$ cat src/rtl/muldiv_issue_queue_if.sv
// Dispatch, CDB and issue signals of the Mul_Div reservation station.
// master: the dispatch/CDB/writeback side; slave: the queue itself.
interface muldiv_issue_queue_if #(parameter int TAG_W = 6);
   logic             flush;
   logic             dispatch_valid;
   logic             dispatch_ready;
   logic [4:0]       dispatch_execute_type;
   logic [TAG_W-1:0] dispatch_rob_tag;
   logic [31:0]      src1_value;
   logic [TAG_W-1:0] src1_tag;
   logic             src1_ready;
   logic [31:0]      src2_value;
   logic [TAG_W-1:0] src2_tag;
   logic             src2_ready;
   logic             cdb_valid;
   logic [TAG_W-1:0] cdb_tag;
   logic [31:0]      cdb_value;
   logic             issue_valid;
   logic             issue_ready;
   logic [31:0]      issue_operand1;
   logic [31:0]      issue_operand2;
   logic [4:0]       issue_execute_type;
   logic [TAG_W-1:0] issue_rob_tag;

   modport master (
      output flush, dispatch_valid, dispatch_execute_type, dispatch_rob_tag,
             src1_value, src1_tag, src1_ready, src2_value, src2_tag, src2_ready,
             cdb_valid, cdb_tag, cdb_value, issue_ready,
      input  dispatch_ready, issue_valid, issue_operand1, issue_operand2,
             issue_execute_type, issue_rob_tag
   );

   modport slave (
      input  flush, dispatch_valid, dispatch_execute_type, dispatch_rob_tag,
             src1_value, src1_tag, src1_ready, src2_value, src2_tag, src2_ready,
             cdb_valid, cdb_tag, cdb_value, issue_ready,
      output dispatch_ready, issue_valid, issue_operand1, issue_operand2,
             issue_execute_type, issue_rob_tag
   );
endinterface

$ cat src/rtl/muldiv_issue_queue.sv
// Collapsing reservation station in front of the combinational Mul_Div unit.
// Slot 0 is oldest; entries capture missing operands from the CDB and the
// oldest entry with both operands ready is presented for issue.
module muldiv_issue_queue #(
   parameter int DEPTH = 4,
   parameter int TAG_W = 6
) (
   input logic                clk,
   input logic                rst,
   muldiv_issue_queue_if.slave bus
);
   localparam int CW = $clog2(DEPTH + 1);
   localparam int IW = $clog2(DEPTH);

   logic [CW-1:0]                count, count_n;
   logic [DEPTH-1:0][4:0]        e_type, e_type_n;
   logic [DEPTH-1:0][TAG_W-1:0]  e_rob, e_rob_n;
   logic [DEPTH-1:0][31:0]       s1_val, s1_val_n, s2_val, s2_val_n;
   logic [DEPTH-1:0][TAG_W-1:0]  s1_tag, s1_tag_n, s2_tag, s2_tag_n;
   logic [DEPTH-1:0]             s1_rdy, s1_rdy_n, s2_rdy, s2_rdy_n;
   logic [IW-1:0]                sel, wpos;
   logic                         found, dispatch_fire, issue_fire;
   logic                         byp1, byp2;

   assign bus.dispatch_ready     = (count < CW'(DEPTH));
   assign dispatch_fire          = bus.dispatch_valid && bus.dispatch_ready;
   assign issue_fire             = found && bus.issue_ready;
   assign wpos                   = IW'(count - CW'(issue_fire));
   assign byp1                   = !bus.src1_ready && bus.cdb_valid && (bus.cdb_tag == bus.src1_tag);
   assign byp2                   = !bus.src2_ready && bus.cdb_valid && (bus.cdb_tag == bus.src2_tag);

   assign bus.issue_valid        = found;
   assign bus.issue_operand1     = found ? s1_val[sel] : '0;
   assign bus.issue_operand2     = found ? s2_val[sel] : '0;
   assign bus.issue_execute_type = found ? e_type[sel] : '0;
   assign bus.issue_rob_tag      = found ? e_rob[sel]  : '0;

   // Oldest valid entry with both operands ready (scan from top so slot 0 wins).
   always_comb begin
      sel   = '0;
      found = 1'b0;
      for (int i = DEPTH - 1; i >= 0; i--) begin
         if (CW'(i) < count && s1_rdy[i] && s2_rdy[i]) begin
            sel   = IW'(i);
            found = 1'b1;
         end
      end
   end

   // Next state: CDB wakeup, then collapse over the issued slot, then dispatch write.
   always_comb begin
      e_type_n = e_type;
      e_rob_n  = e_rob;
      s1_val_n = s1_val;
      s2_val_n = s2_val;
      s1_tag_n = s1_tag;
      s2_tag_n = s2_tag;
      s1_rdy_n = s1_rdy;
      s2_rdy_n = s2_rdy;
      count_n  = count + CW'(dispatch_fire) - CW'(issue_fire);

      // Wakeup is applied before shifting so values landing this edge move with their entry.
      for (int i = 0; i < DEPTH; i++) begin
         if (bus.cdb_valid && CW'(i) < count) begin
            if (!s1_rdy[i] && s1_tag[i] == bus.cdb_tag) begin
               s1_val_n[i] = bus.cdb_value;
               s1_rdy_n[i] = 1'b1;
            end
            if (!s2_rdy[i] && s2_tag[i] == bus.cdb_tag) begin
               s2_val_n[i] = bus.cdb_value;
               s2_rdy_n[i] = 1'b1;
            end
         end
      end

      if (issue_fire) begin
         for (int i = 0; i < DEPTH - 1; i++) begin
            if (IW'(i) >= sel) begin
               e_type_n[i] = e_type_n[i+1];
               e_rob_n[i]  = e_rob_n[i+1];
               s1_val_n[i] = s1_val_n[i+1];
               s2_val_n[i] = s2_val_n[i+1];
               s1_tag_n[i] = s1_tag_n[i+1];
               s2_tag_n[i] = s2_tag_n[i+1];
               s1_rdy_n[i] = s1_rdy_n[i+1];
               s2_rdy_n[i] = s2_rdy_n[i+1];
            end
         end
         s1_rdy_n[DEPTH-1] = 1'b0;
         s2_rdy_n[DEPTH-1] = 1'b0;
      end

      if (dispatch_fire) begin
         e_type_n[wpos] = bus.dispatch_execute_type;
         e_rob_n[wpos]  = bus.dispatch_rob_tag;
         s1_tag_n[wpos] = bus.src1_tag;
         s2_tag_n[wpos] = bus.src2_tag;
         s1_val_n[wpos] = byp1 ? bus.cdb_value : bus.src1_value;
         s2_val_n[wpos] = byp2 ? bus.cdb_value : bus.src2_value;
         s1_rdy_n[wpos] = bus.src1_ready || byp1;
         s2_rdy_n[wpos] = bus.src2_ready || byp2;
      end
   end

   // State update; reset and flush both empty the queue and drop all ready bits.
   always_ff @(posedge clk) begin
      if (rst || bus.flush) begin
         count  <= '0;
         s1_rdy <= '0;
         s2_rdy <= '0;
      end else begin
         count  <= count_n;
         e_type <= e_type_n;
         e_rob  <= e_rob_n;
         s1_val <= s1_val_n;
         s2_val <= s2_val_n;
         s1_tag <= s1_tag_n;
         s2_tag <= s2_tag_n;
         s1_rdy <= s1_rdy_n;
         s2_rdy <= s2_rdy_n;
      end
   end
endmodule

$ cat src/flat_wrapper.sv
// flat-port wrapper written by rule: the top's interface ports become plain ports
module muldiv_issue_queue_flat 
#(
   parameter int DEPTH = 4,
   parameter int TAG_W = 6
)
  (clk, rst, bus_flush, bus_dispatch_valid, bus_dispatch_execute_type, bus_dispatch_rob_tag, bus_src1_value, bus_src1_tag, bus_src1_ready, bus_src2_value, bus_src2_tag, bus_src2_ready, bus_cdb_valid, bus_cdb_tag, bus_cdb_value, bus_issue_ready, bus_dispatch_ready, bus_issue_valid, bus_issue_operand1, bus_issue_operand2, bus_issue_execute_type, bus_issue_rob_tag);
  muldiv_issue_queue_if #(.TAG_W(TAG_W)) bus_i ();
  input logic clk;
  input logic rst;
  input wire logic [$bits(bus_i.flush)-1:0] bus_flush;
  input wire logic [$bits(bus_i.dispatch_valid)-1:0] bus_dispatch_valid;
  input wire logic [$bits(bus_i.dispatch_execute_type)-1:0] bus_dispatch_execute_type;
  input wire logic [$bits(bus_i.dispatch_rob_tag)-1:0] bus_dispatch_rob_tag;
  input wire logic [$bits(bus_i.src1_value)-1:0] bus_src1_value;
  input wire logic [$bits(bus_i.src1_tag)-1:0] bus_src1_tag;
  input wire logic [$bits(bus_i.src1_ready)-1:0] bus_src1_ready;
  input wire logic [$bits(bus_i.src2_value)-1:0] bus_src2_value;
  input wire logic [$bits(bus_i.src2_tag)-1:0] bus_src2_tag;
  input wire logic [$bits(bus_i.src2_ready)-1:0] bus_src2_ready;
  input wire logic [$bits(bus_i.cdb_valid)-1:0] bus_cdb_valid;
  input wire logic [$bits(bus_i.cdb_tag)-1:0] bus_cdb_tag;
  input wire logic [$bits(bus_i.cdb_value)-1:0] bus_cdb_value;
  input wire logic [$bits(bus_i.issue_ready)-1:0] bus_issue_ready;
  output wire logic [$bits(bus_i.dispatch_ready)-1:0] bus_dispatch_ready;
  output wire logic [$bits(bus_i.issue_valid)-1:0] bus_issue_valid;
  output wire logic [$bits(bus_i.issue_operand1)-1:0] bus_issue_operand1;
  output wire logic [$bits(bus_i.issue_operand2)-1:0] bus_issue_operand2;
  output wire logic [$bits(bus_i.issue_execute_type)-1:0] bus_issue_execute_type;
  output wire logic [$bits(bus_i.issue_rob_tag)-1:0] bus_issue_rob_tag;
  assign bus_i.flush = bus_flush;
  assign bus_i.dispatch_valid = bus_dispatch_valid;
  assign bus_i.dispatch_execute_type = bus_dispatch_execute_type;
  assign bus_i.dispatch_rob_tag = bus_dispatch_rob_tag;
  assign bus_i.src1_value = bus_src1_value;
  assign bus_i.src1_tag = bus_src1_tag;
  assign bus_i.src1_ready = bus_src1_ready;
  assign bus_i.src2_value = bus_src2_value;
  assign bus_i.src2_tag = bus_src2_tag;
  assign bus_i.src2_ready = bus_src2_ready;
  assign bus_i.cdb_valid = bus_cdb_valid;
  assign bus_i.cdb_tag = bus_cdb_tag;
  assign bus_i.cdb_value = bus_cdb_value;
  assign bus_i.issue_ready = bus_issue_ready;
  assign bus_dispatch_ready = bus_i.dispatch_ready;
  assign bus_issue_valid = bus_i.issue_valid;
  assign bus_issue_operand1 = bus_i.issue_operand1;
  assign bus_issue_operand2 = bus_i.issue_operand2;
  assign bus_issue_execute_type = bus_i.issue_execute_type;
  assign bus_issue_rob_tag = bus_i.issue_rob_tag;
  muldiv_issue_queue #(.DEPTH(DEPTH), .TAG_W(TAG_W)) u_core (.clk(clk), .rst(rst), .bus(bus_i));
endmodule
$ cat config.mk
export PLATFORM = sky130hd
export DESIGN_NAME = muldiv_issue_queue_flat
export DESIGN_NICKNAME = d
export VERILOG_FILES = /design/src/rtl/muldiv_issue_queue_if.sv /design/src/rtl/muldiv_issue_queue.sv /design/src/flat_wrapper.sv
export SDC_FILE = /design/constraint.sdc
export NUM_CORES = 1
export LEC_CHECK = 0
export CAP_MARGIN = 0
export CORE_MARGIN = 3
export CORE_UTILIZATION = 40
export DETAILED_ROUTE_END_ITERATION = 8
export GPL_ROUTABILITY_DRIVEN = 1
export SKIP_CTS_REPAIR_TIMING = 1
export SYNTH_ARGS = -nofsm -noshare
export SYNTH_HDL_FRONTEND = slang
export SYNTH_SLANG_ARGS = --single-unit
$ cat constraint.sdc
create_clock -name clk -period 9.7 [get_ports clk]
set_clock_uncertainty 0.2 [all_clocks]
set_input_delay 1.455 -clock clk [delete_from_list [all_inputs] [get_ports clk]]
set_output_delay 1.455 -clock clk [all_outputs]
set_load 0.02 [all_outputs]
==> reports/metrics.yaml, run 1 <==
job:
  max_cap_viol_count: 0
clock_network:
  cts_buffers: 43
  cts.path.max_buffers: 3
  path_clk_slew_ns: 0.06
  clock_latency_ns: 0.58
  cts.sinks: 359
  cts_tree: "yes"
  h-tree-depth: 2
  cts_root_buffer: "clkbuf_16"
yosys:
  syn_area_per_cell_um2: 10.77
  synth.net_count: 2217
  synth-edff-count: 348
  synthTopCellsByArea: "edfxtp_1 47%, mux2i_1 9.3%, o22ai_1 3.9%"
  yosysTopAreaCell: "edfxtp_1"
  synth_flop_cell: "edfxtp_1"
  synth_top_area_share_pct: 46.67
  ys_seq_elements: 359
  synthesis.area_mm2: 0.02239
  async_flop_share_pct: 0
  ys_seq_area_share_pct: 47.66
  yosys_warnings: 0
  yosys.cell_types.count: 62
  synth_cells: 2079
grt:
  overflow: 0
  grt_pass1_wl_mm: 121.7
  grt_max_degree: 116
  gr-usage-all-layers_pct: 26.68
  first_global_vias: 18840
  antenna_found_initial: 0
setup_path:
  worstSetupPathType: "flip-flop to output port"
  crit_start: "u_core.count[1]$_SDFF_PN0_"
  cp-start-kind: "flip-flop"
  cp.arrival_ns: 4.60
  slowest_stage: "buf_4"
  reg2reg_depth: 8
  endpoint_kind: "output port"
  critical_path.endpoint: "bus_issue_operand1[24]"
  worstPathRequired_ns: 8.05
  cp_max_fo: 47
  reg2reg_from: "u_core.s1_rdy[1]$_SDFF_PN0_"
  rrSetupSlack_ns: 4.06
  crit_chain: "inv_1 -> ha_1 -> and3b_1 -> a21oi_1 -> a31oi_1 -> o22a_4 -> buf_4 -> mux2i_1 -> o22ai_1 -> clkdlybuf4s50_1"
  r2r-end: "u_core.s2_val[88]$_DFFE_PP_"
  slowest_delay_ns: 0.79
timing:
  fin_crit_sh_pct: 64.45
  worstMarginPinSlew_ns: 1.227
  maxSlewViolCount: 0
  hold_viol_final: 0
  max_freq_mhz: 159.9
  fin_tns_setup_ns: 0
  grt_setup_unrepaired: "no"
  setup_violations: 0
  max_slew_margin_pct: 18.19
  period_minus_slack_ns: 6.252
place:
  port-buffer-count: 209
  dp_hpwl_mm: 46.17
  place_area_mm2: 0.02498
  dp_cells: 2835
  routabilityCongestion: 0.8350
floorplanning:
  die_area_mm2: 0.05885
  die_w_um: 242.6
  die_h_um: 242.6
  ios: 210
  start_util_pct: 40.56
  core.rowCount: 86
  core_mm2: 0.05520
power:
  p_total_uw: 3785
  p_per_area_mw_per_mm2: 144.4
  vdd_drop_max_mv: 0.09991
  p_leak_uw: 0.009691
route:
  dr.pass1.iters: 6
  viasPerCell: 6.725
  vias: 19550
  drtAntennaViolNets: 0
  wl_per_cell_um: 28.43
  routed_wl_mm: 82.65
  drt_iter0_drc: 2760
  remaining_drc_errors: 0
layout:
  antennaDiodeCount: 0
  mostFrequentLayoutCell: "edfxtp_1"
  areaGrowthSynthToFinish_pct: 17.10
  stdcell_count: 2907
  fin_area_mm2: 0.02622
  fin_util_pct: 47.50
  final_cell_mix: "348 x edfxtp_1, 209 x clkdlybuf4s50_1, 207 x mux2i_1"
  drive_gt1_share_pct: 9.032
  nets: 2270
hold_path:
  hold_class: "flip-flop to flip-flop"
run_status:
  status: "finished, final reports clean"
[logic make-up after synthesis]
group | count (synthesis) | synth area share [%]
multiplexers | 210 | 9.456
buffers and inverters | 254 | 4.577
adder cells (fa/ha/maj) | 5 | 0.3130
XOR/XNOR | 61 | 2.386
AO/OA/AOI/OAI | 799 | 27.50
AND/OR/NAND/NOR | 391 | 8.109
flip-flops | 359 | 47.66
[per-stage QoR]
stage / setup slack (ns) / hold slack (ns)
after CTS: 3.451 / 0.4403
after global routing: 3.261 / 0.4810
after global placement: 3.803 / 0.4192
after floorplan: 0.7636 / 0.3884
after detailed placement: 3.787 / 0.4257
final: 3.448 / 0.4460
[cell type report]
class	instances	area, um2
clock inverters	15	66.31
multi-input cells	1466	10900
well taps	748	935.9
fillers	5009	28980
repair buffers	252	2427
inverters	10	45.04
flip-flops and latches	359	10670
clock buffers	57	1171
[state kept, by name, summed over array words and instances (netlist names)]
register and cells:
u_core.s2_val 128, u_core.count 3, u_core.s1_rdy 4, u_core.s2_tag 24
u_core.e_rob 24, u_core.s1_val 128, u_core.e_type 20, u_core.s1_tag 24
u_core.s2_rdy 4
[cell usage after synthesis, types with 3 or more instances]
master and count:
nor3_1 7, xor2_1 11, and2_1 5, o31ai_1 35
a32o_1 32, a21o_1 33, a221o_1 34, or2_2 5
o21ai_0 135, buf_6 3, o221a_2 32, nor2_1 90
nand2_1 167, or3_1 3, o32a_1 64, buf_2 39
edfxtp_1 348, nand3_1 7, mux2i_1 207, o211ai_1 66
nand4_1 15, nor4_1 3, xnor2_1 50, nand2b_1 39
o21ai_1 22, dfxtp_1 11, a2bb2oi_2 31, ha_1 4
o221ai_1 64, o22ai_1 139, and3_1 33, a2bb2oi_1 34
a21oi_1 13, a31oi_1 47, clkbuf_1 194, inv_1 9
nor2b_1 6, o21a_1 3, buf_1 8
[how the worst min path moves through the flow]
stage / startpoint / endpoint / slack (ns) / cells after the start
final: u_core.s1_rdy[0]$_SDFF_PN0_ / u_core.s1_rdy[0]$_SDFF_PN0_ / 0.45 / 3
after global routing: u_core.s1_rdy[0]$_SDFF_PN0_ / u_core.s1_rdy[0]$_SDFF_PN0_ / 0.48 / 3
after CTS: u_core.s1_rdy[0]$_SDFF_PN0_ / u_core.s1_rdy[0]$_SDFF_PN0_ / 0.44 / 3
after detailed placement: u_core.s1_rdy[0]$_SDFF_PN0_ / u_core.s1_rdy[0]$_SDFF_PN0_ / 0.43 / 3
after global placement: u_core.s1_rdy[0]$_SDFF_PN0_ / u_core.s1_rdy[0]$_SDFF_PN0_ / 0.42 / 3
after floorplan: u_core.s1_rdy[0]$_SDFF_PN0_ / u_core.s1_rdy[0]$_SDFF_PN0_ / 0.39 / 3
[routing by layer]
layer | wire length (um) | GRT usage, % | part of all wire, % | vias to the layer above
met3 | 8027 | 5.049 | 9.7 | 125
met1 | 34020 | 36.76 | 41 | 9748
met4 | 1843 | 7.346 | 2.2 | 0
met5 | 0 | 0 | 0 | -
met2 | 38750 | 43.15 | 47 | 1216
li1 | - | - | - | 8462
[worst max-delay path, delay by kind of cell, from the launching register on]
kind / cells / cell delay [ns]
buffers and inverters: 3 / 1.61
AOI/OAI and AO/OA: 4 / 1.10
DFF: 1 / 0.40
adders and majority gates: 1 / 0.36
and+or+nand+nor: 1 / 0.31
muxes: 1 / 0.21
[where the power goes]
group          internal, uW  leakage [uW]  switching (uW)  total, uW
combinational           192       0.00573             240        433
sequential             1800       0.00335            47.9       1840
clock                   840      0.000611             667       1510
total                  2830       0.00969             955       3780
No activity file was read; power rests on OpenSTA's default activity.
==> run 2: changes to the inputs <==
Clock period 9.7 ns to 5.15 ns, I/O delays scaled along.
==> run 2 against run 1 <==
Sequential share of layout area is 0.48 points lower. Count of clock-buffer cells in the layout shrank 1. Sequential power up 89%. Total power increased by 88%. Cell count up 0.76%.
==> reports/metrics.yaml, run 2 (synthesis results as in run 1) <==
hold_path:
  min_path_cells: 2
  hold_path.startpoint: "u_core.e_rob[4]$_DFFE_PP_"
  hold_class: "flip-flop to flip-flop"
place:
  routabilityCongestion: 0.8405
  port-buffer-count: 209
  dp_hpwl_mm: 47.59
  pre_cts_slack_ns: 0.6446
route:
  drtAntennaViolNets: 0
  routed_wl_mm: 82.43
  wl_per_cell_um: 28.14
  remaining_drc_errors: 0
  viasPerCell: 6.681
  vias: 19570
  dr.pass1.iters: 5
  drt_iter0_drc: 2501
floorplanning:
  start_util_pct: 40.56
  die_h_um: 242.6
  die_area_mm2: 0.05885
  die_w_um: 242.6
  ios: 210
  core_mm2: 0.05520
  core.rowCount: 86
clock_network:
  cts_buffers: 42
  cts_tree: "yes"
  clock_latency_ns: 0.57
  cts_root_buffer: "clkbuf_16"
  path_clk_slew_ns: 0.06
  cts.sinks: 359
  cts.path.max_buffers: 3
  h-tree-depth: 2
layout:
  nets: 2287
  multi_input_area_mm2: 0.01092
  fill_cells: 5016
  drive_gt1_share_pct: 9.725
  areaGrowthSynthToFinish_pct: 18.51
  seqCellArea_mm2: 0.01067
  final_cell_mix: "348 x edfxtp_1, 209 x clkdlybuf4s50_1, 207 x mux2i_1"
  mostFrequentLayoutCell: "edfxtp_1"
  largestRegisters: "u_core.s1_val: 128 flops, u_core.s2_val: 128 flops"
grt:
  first_global_vias: 19520
  antenna_found_initial: 3
  overflow: 0
  grt_pass1_wl_mm: 123.1
  gr-usage-all-layers_pct: 26.81
  grt_max_degree: 143
setup_path:
  critical_path_cell_count: 6
  reg2reg_depth: 11
  crit_start: "u_core.s1_rdy[1]$_SDFF_PN0_"
  worstPathRequired_ns: 4.18
  endpoint_kind: "output port"
  cp-start-kind: "flip-flop"
  critPathTopFamily: "buffers and inverters"
  crit_top_cell: "buf_4"
  cp.arrival_ns: 3.89
  crit_chain: "a22oi_1 -> a2bb2oi_4 -> buf_4 -> buf_4 -> o22ai_1 -> clkdlybuf4s50_1"
  cp_max_fo: 41
  reg2reg_from: "u_core.count[1]$_SDFF_PN0_"
  slowest_delay_ns: 0.67
  slowest_stage: "buf_4"
  cp.buffers_inverters: 3
  worstSetupPathType: "flip-flop to output port"
run_status:
  status: "finished, final reports clean"
timing:
  period_minus_slack_ns: 4.858
  grt_setup_unrepaired: "no"
  hold_viol_final: 0
  setup_violations: 0
  fin_tns_setup_ns: 0
  fin_crit_sh_pct: 94.33
  max_freq_mhz: 205.8
  worstMarginPinSlew_ns: 1.165
  setup_slack_ns: 0.2918
  maxSlewViolCount: 0
  max_slew_margin_pct: 22.06
job:
  max_cap_viol_count: 0
power:
  p_per_area_mw_per_mm2: 268.0
  p_leak_uw: 0.009833
  vdd_drop_max_mv: 0.1924
[run 2: cell count changes in the layout (fill, tap and decap cells not counted), moves of 2 or more]
cell / change
clkinv_1: +3
o21ai_4: +3
buf_12: +13
buf_4: +5
clkbuf_16: -2
o21ai_2: -3
[run 2: cell type report]
cell class / instances / share of cell area (%)
timing repair buffer: 270 / 10.27
clock inverter: 19 / 0.4197
tap: 748 / 3.527
clock buffer: 56 / 4.239
multi-input combinational: 1466 / 41.16
sequential: 359 / 40.21
inverter: 10 / 0.1556
antenna: 1 / 0.009431
[run 2: tightest hold or removal path: stages, from the launching register on]
cell	delay (ns)
edfxtp_1	0.35
mux2i_1	0.07
o21ai_0	0.14
[run 2: power breakdown]
part / switching [uW] / leakage [uW] / internal (uW)
Sequential: 91.5 / 0.00335 / 3380
Combinational: 455 / 0.00587 / 370
Clock: 1230 / 0.000607 / 1580
[run 2: stage by stage]
| step | utilization [%] | hold slack, ns | power [uW] | area [um2] | cells |
|---|---|---|---|---|---|
| after floorplan | - | 0.3884 | 4039 | 22400 | 2079 |
| after global placement | 45.82 | 0.4186 | 4314 | 25290 | 2853 |
| after detailed placement | 45.82 | 0.4356 | 4341 | 25290 | 2853 |
| after CTS | 48.06 | 0.4470 | 7140 | 26530 | 2928 |
| after global routing | 48.06 | 0.4854 | 7345 | 26530 | 2928 |
| final | 48.07 | 0.4599 | 7110 | 26530 | 2929 |
[run 2: metal layers]
metal / share of wire [%] / GRT usage [%] / vias up
met5: 0.029 / 0 / -
li1: - / - / 8495
met4: 3.0 / 8.822 / 4
met2: 46 / 43.40 / 1186
met3: 9.4 / 5.115 / 146
met1: 41 / 36.30 / 9737
[run 2: worst paths after layout]
check	slack [ns]	endpoint
worst min-delay path	0.46	u_core.e_rob[4]$_DFFE_PP_
worst min register to register	0.46	u_core.e_rob[4]$_DFFE_PP_
worst max-delay path	0.29	bus_issue_operand1[2]
worst max register to register	0.79	u_core.s2_val[116]$_DFFE_PP_
